$ cat src/rtl/load_store_unit.sv
// Load/store unit: CPU request handshake to a byte-lane data memory with one-cycle registered read.
// Optional LSU_MISALIGN_TRAP_EN faults misaligned half/word requests instead of issuing them.
module load_store_unit #(
    parameter logic [31:0] IDLE_ADDR  = 32'h0000_0000,
    parameter bit          WRITE_RESP = 1'b1
) (
    input  logic        clk,
    input  logic        rst_n,
    input  logic        req_valid,
    output logic        req_ready,
    input  logic        req_write,
    input  logic [1:0]  req_size,
    input  logic        req_signed,
    input  logic [31:0] req_addr,
    input  logic [31:0] req_wdata,
    output logic        resp_valid,
    input  logic        resp_ready,
    output logic [31:0] resp_rdata,
    output logic        resp_error,
    output logic [31:0] memory_address,
    output logic [31:0] memory_in,
    output logic [1:0]  memory_size,
    output logic        memory_write_enable,
    input  logic [31:0] memory_out
);

    typedef enum logic [1:0] {IDLE, ACCESS, CAPTURE, RESP} state_t;

    state_t      state;
    logic        write_q;
    logic        signed_q;
    logic        misaligned;
    logic [31:0] load_ext;

`ifdef LSU_MISALIGN_TRAP_EN
    assign misaligned = ((req_size == 2'b01) && req_addr[0]) ||
                        (req_size[1] && (req_addr[1:0] != 2'b00));
`else
    assign misaligned = 1'b0;
`endif

    // memory_size is still held during CAPTURE, so it selects the extension width
    always_comb begin
        case (memory_size)
            2'b00:   load_ext = {{24{signed_q & memory_out[7]}}, memory_out[7:0]};
            2'b01:   load_ext = {{16{signed_q & memory_out[15]}}, memory_out[15:0]};
            default: load_ext = memory_out;
        endcase
    end

    always_ff @(posedge clk or negedge rst_n) begin
        if (!rst_n) begin
            state               <= IDLE;
            req_ready           <= 1'b1;
            resp_valid          <= 1'b0;
            resp_error          <= 1'b0;
            resp_rdata          <= 32'h0;
            memory_address      <= IDLE_ADDR;
            memory_in           <= 32'h0;
            memory_size         <= 2'b00;
            memory_write_enable <= 1'b0;
            write_q             <= 1'b0;
            signed_q            <= 1'b0;
        end else begin
            case (state)
                IDLE: begin
                    if (req_valid) begin
                        write_q   <= req_write;
                        signed_q  <= req_signed;
                        req_ready <= 1'b0;
                        if (misaligned) begin
                            state      <= RESP;
                            resp_valid <= 1'b1;
                            resp_error <= 1'b1;
                            resp_rdata <= 32'h0;
                        end else begin
                            state               <= ACCESS;
                            memory_address      <= req_addr;
                            memory_size         <= req_size;
                            memory_in           <= req_wdata;
                            memory_write_enable <= req_write;
                        end
                    end
                end
                ACCESS: begin
                    memory_write_enable <= 1'b0;
                    memory_in           <= 32'h0;
                    if (write_q) begin
                        memory_address <= IDLE_ADDR;
                        memory_size    <= 2'b00;
                        resp_rdata     <= 32'h0;
                        resp_error     <= 1'b0;
                        if (WRITE_RESP) begin
                            state      <= RESP;
                            resp_valid <= 1'b1;
                        end else begin
                            state     <= IDLE;
                            req_ready <= 1'b1;
                        end
                    end else begin
                        state <= CAPTURE;
                    end
                end
                CAPTURE: begin
                    resp_rdata     <= load_ext;
                    resp_error     <= 1'b0;
                    resp_valid     <= 1'b1;
                    memory_address <= IDLE_ADDR;
                    memory_size    <= 2'b00;
                    state          <= RESP;
                end
                RESP: begin
                    if (resp_ready) begin
                        resp_valid <= 1'b0;
                        req_ready  <= 1'b1;
                        state      <= IDLE;
                    end
                end
                default: begin
                    state     <= IDLE;
                    req_ready <= 1'b1;
                end
            endcase
        end
    end

endmodule
$ cat config.mk
export PLATFORM = sky130hd
export DESIGN_NAME = load_store_unit
export DESIGN_NICKNAME = d
export VERILOG_FILES = /design/src/rtl/load_store_unit.sv
export SDC_FILE = /design/constraint.sdc
export NUM_CORES = 1
export LEC_CHECK = 0
export CAP_MARGIN = 15
export CORE_MARGIN = 1
export CORE_UTILIZATION = 46
export CTS_BUF_LIST = sky130_fd_sc_hd__clkbuf_4
export CTS_CLUSTER_DIAMETER = 150
export DETAILED_ROUTE_END_ITERATION = 16
export PLACE_DENSITY = 0.9
export REMOVE_ABC_BUFFERS = 1
export SETUP_SLACK_MARGIN = 0.15
export SLEW_MARGIN = 5
export SYNTH_ARGS = -nofsm -noshare
export SYNTH_HDL_FRONTEND = slang
export SYNTH_SLANG_ARGS = --single-unit
$ cat constraint.sdc
create_clock -name clk -period 5.85 [get_ports clk]
set_clock_uncertainty 0.05 [all_clocks]
set_input_delay 0.585 -clock clk [delete_from_list [all_inputs] [get_ports clk]]
set_output_delay 0.585 -clock clk [all_outputs]
set_load 0.01 [all_outputs]
==> results.ini <==
[timing]
drv_slew=0
rsz0062_at_grt=false
period_needed_ps=2390
setup_viol=0
period_share=0.408
finalHoldViolations=0
relSlewSlack=0.214
finalHoldWorstSlack_ps=34.3
max_freq_ghz=0.419
setup_tns_ps=0
worst_slew_pin_slew_ps=1180

[clock_network]
cts-resized-gates=0
clkTransAtPathRegs_ps=160
cts_tree=built
cts_sinks=105
cts-root-buf=clkbuf_4
cts_max_level=3
clock_latency_ps=440
post_cts_buffers=0
cts_buffers=9
postCtsHoldBufs=0
clockBufferDepth=2

[setup_path]
cp_slowest_cell=nor2b_1
startpoint=state[1]$_DFFE_PN0P_
r2r_slack_ps=3460
r2r_start=state[1]$_DFFE_PN0P_
cp.arrival_ps=2720
critPathMaxStageDelay_ps=900
worstSetupEndpoint=resp_rdata[2]$_DFFE_PN0P_
crit_path_end_kind=flip-flop
cp-start-kind=flip-flop
cp.required_ps=6180
worst-path-max-fanout=16
worstSetupPathType=flip-flop to flip-flop
r2r_end=resp_rdata[2]$_DFFE_PN0P_
rr_worst_depth=5
cp_cell_sequence=inv_1 -> ha_1 -> and2b_4 -> nor2b_1 -> a22o_1

[route]
wl_mm=11.0
dr.pass1.iters=4
wl_per_cell_um=17.5
vias=3395
drt-initial-drc-count=106
drc=0
ant_nets=0
via_per_inst=5.40

[pwr]
p_leak_uw=0.00290
power_density_mw_per_mm2=535
ir_drop_v=0.000264

[floorplanning]
dieArea_mm2=0.00981
die_width_um=99.1
num_rows=35
core_mm2=0.00920
floorplan.initialDensity=0.471
ioPinCount=206
die_y_um=99.1

[synth]
synth.avg_cell_area_um2=13.7
ys_warn_count=0
ys_types=30
syn_area_mm2=0.00433
synth_seq_cells=105
ys_seq_area_frac=0.607
synthCells=317

[layout]
mostFrequentLayoutCells=clkdlybuf4s50_1 (203), dfrtp_1 (104), a22o_1 (48)
drive_gt1_frac=0.125
diodes=0
area_growth_pct=52.4
fin_area_mm2=0.00660
final_common_cell=clkdlybuf4s50_1
nNetsFinal=621

[global_route]
grt_pass1_vias=3609
antenna_found_initial=0
grt_max_degree=63
track_usage=0.231
grt_pass1_wl_mm=17.7
overflow=0

[hold_path]
hold_path.class=input port to async pin

[place]
dp_hpwl_mm=7.77
globalplace.congestion=0.713
place_area_mm2=0.00642
io_buffers=204

[outcome]
status=completed

[run]
cap_violations=0

==> state kept, by name, summed over array words and instances (netlist names) <==
| register | count |
|---|---|
| memory_address | 32 |
| memory_in | 32 |
| memory_size | 2 |
| memory_write_enable | 1 |
| req_ready | 1 |
| resp_rdata | 32 |
| resp_valid | 1 |
| signed_q | 1 |
| state | 2 |
| write_q | 1 |
==> through the flow <==
step	power [uW]	instances	util	setup slack (ps)
6_report	3540	629	0.718	3460
5_1_grt	3770	629	0.718	3370
4_1_cts	3530	627	0.713	3340
3_5_place_dp	3140	611	0.698	3120
3_3_place_gp	3050	611	0.698	3240
2_1_floorplan	2200	293	-	3290
==> worst max-delay path, delay by kind of cell, from the launching register on <==
family                     cells  cell delay, ps
and+or+nand+nor                2            1160
DFF                            1             440
adders and majority gates      1             310
AOI/OAI and AO/OA              1             280
buffers and inverters          1              80
==> report_power, final <==
group	total, uW	internal [uW]	switching, uW
combinational	1920	1090	827
sequential	1240	1040	194
clock	381	135	246
==> area by class of cell <==
| cell class | count | area (um^2) |
|---|---|---|
| Fill cell | 672 | 2590 |
| Clock buffer | 9 | 67.6 |
| Sequential cell | 105 | 2630 |
| Multi-Input combinational cell | 184 | 1570 |
| Tap cell | 111 | 139 |
| Timing Repair Buffer | 209 | 2100 |
| Clock inverter | 7 | 75.1 |
| Inverter | 4 | 15.0 |
==> Yosys cell counts (all sizes together) <==
cell,n,area [um^2]
and2b,1,10.0
inv,4,15.0
mux2i,4,40.0
buf,13,93.8
o21ai,10,50.1
ha,4,50.1
a21oi,2,10.0
nor2,3,11.3
o221ai,1,8.76
nand2,11,41.3
nand2b,2,12.5
a221oi,1,8.76
o31ai,2,15.0
dfrtp,104,2600
nand4bb,1,11.3
dfstp,1,26.3
nor2b,37,239
conb,1,3.75
a31oi,1,6.26
a22o,48,420
nor4b,1,23.8
a221o,16,160
nor3,1,16.3
clkbuf,11,41.3
mux2,37,417
==> worst min path at each step <==
stage | slack, ps | end | start | cells past startpoint
after floorplan | 240 | memory_address[0]$_DFFE_PN0P_ | rst_n | 0
after detailed placement | 430 | memory_address[29]$_DFFE_PN0P_ | memory_address[29]$_DFFE_PN0P_ | 1
after CTS | 40 | resp_rdata[29]$_DFFE_PN0P_ | rst_n | 1
after global placement | 420 | memory_address[29]$_DFFE_PN0P_ | memory_address[29]$_DFFE_PN0P_ | 1
final | 30 | resp_rdata[18]$_DFFE_PN0P_ | rst_n | 1
after global routing | 50 | resp_rdata[18]$_DFFE_PN0P_ | rst_n | 1
==> cell families (layout without fill, tap and decap cells) <==
logic type	Yosys count	in the layout	share of synthesized area
buf+inv	28	229	0.0346
other cells	1	1	0.000865
simple gates	57	57	0.0843
fa+ha+maj	4	4	0.0115
flops	105	105	0.607
mux	41	41	0.105
compound gates	81	81	0.157
==> per-layer routing <==
metal | GRT usage | vias up | routed length (um) | share of wire
li1 | - | 1542 | - | -
met1 | 0.270 | 1688 | 4340 | 0.39
met2 | 0.404 | 144 | 5620 | 0.51
met3 | 0.0695 | 21 | 823 | 0.075
met4 | 0.0803 | 0 | 216 | 0.020
met5 | 0 | - | 0 | 0
Note: power is estimated with default switching activity, not from simulation.
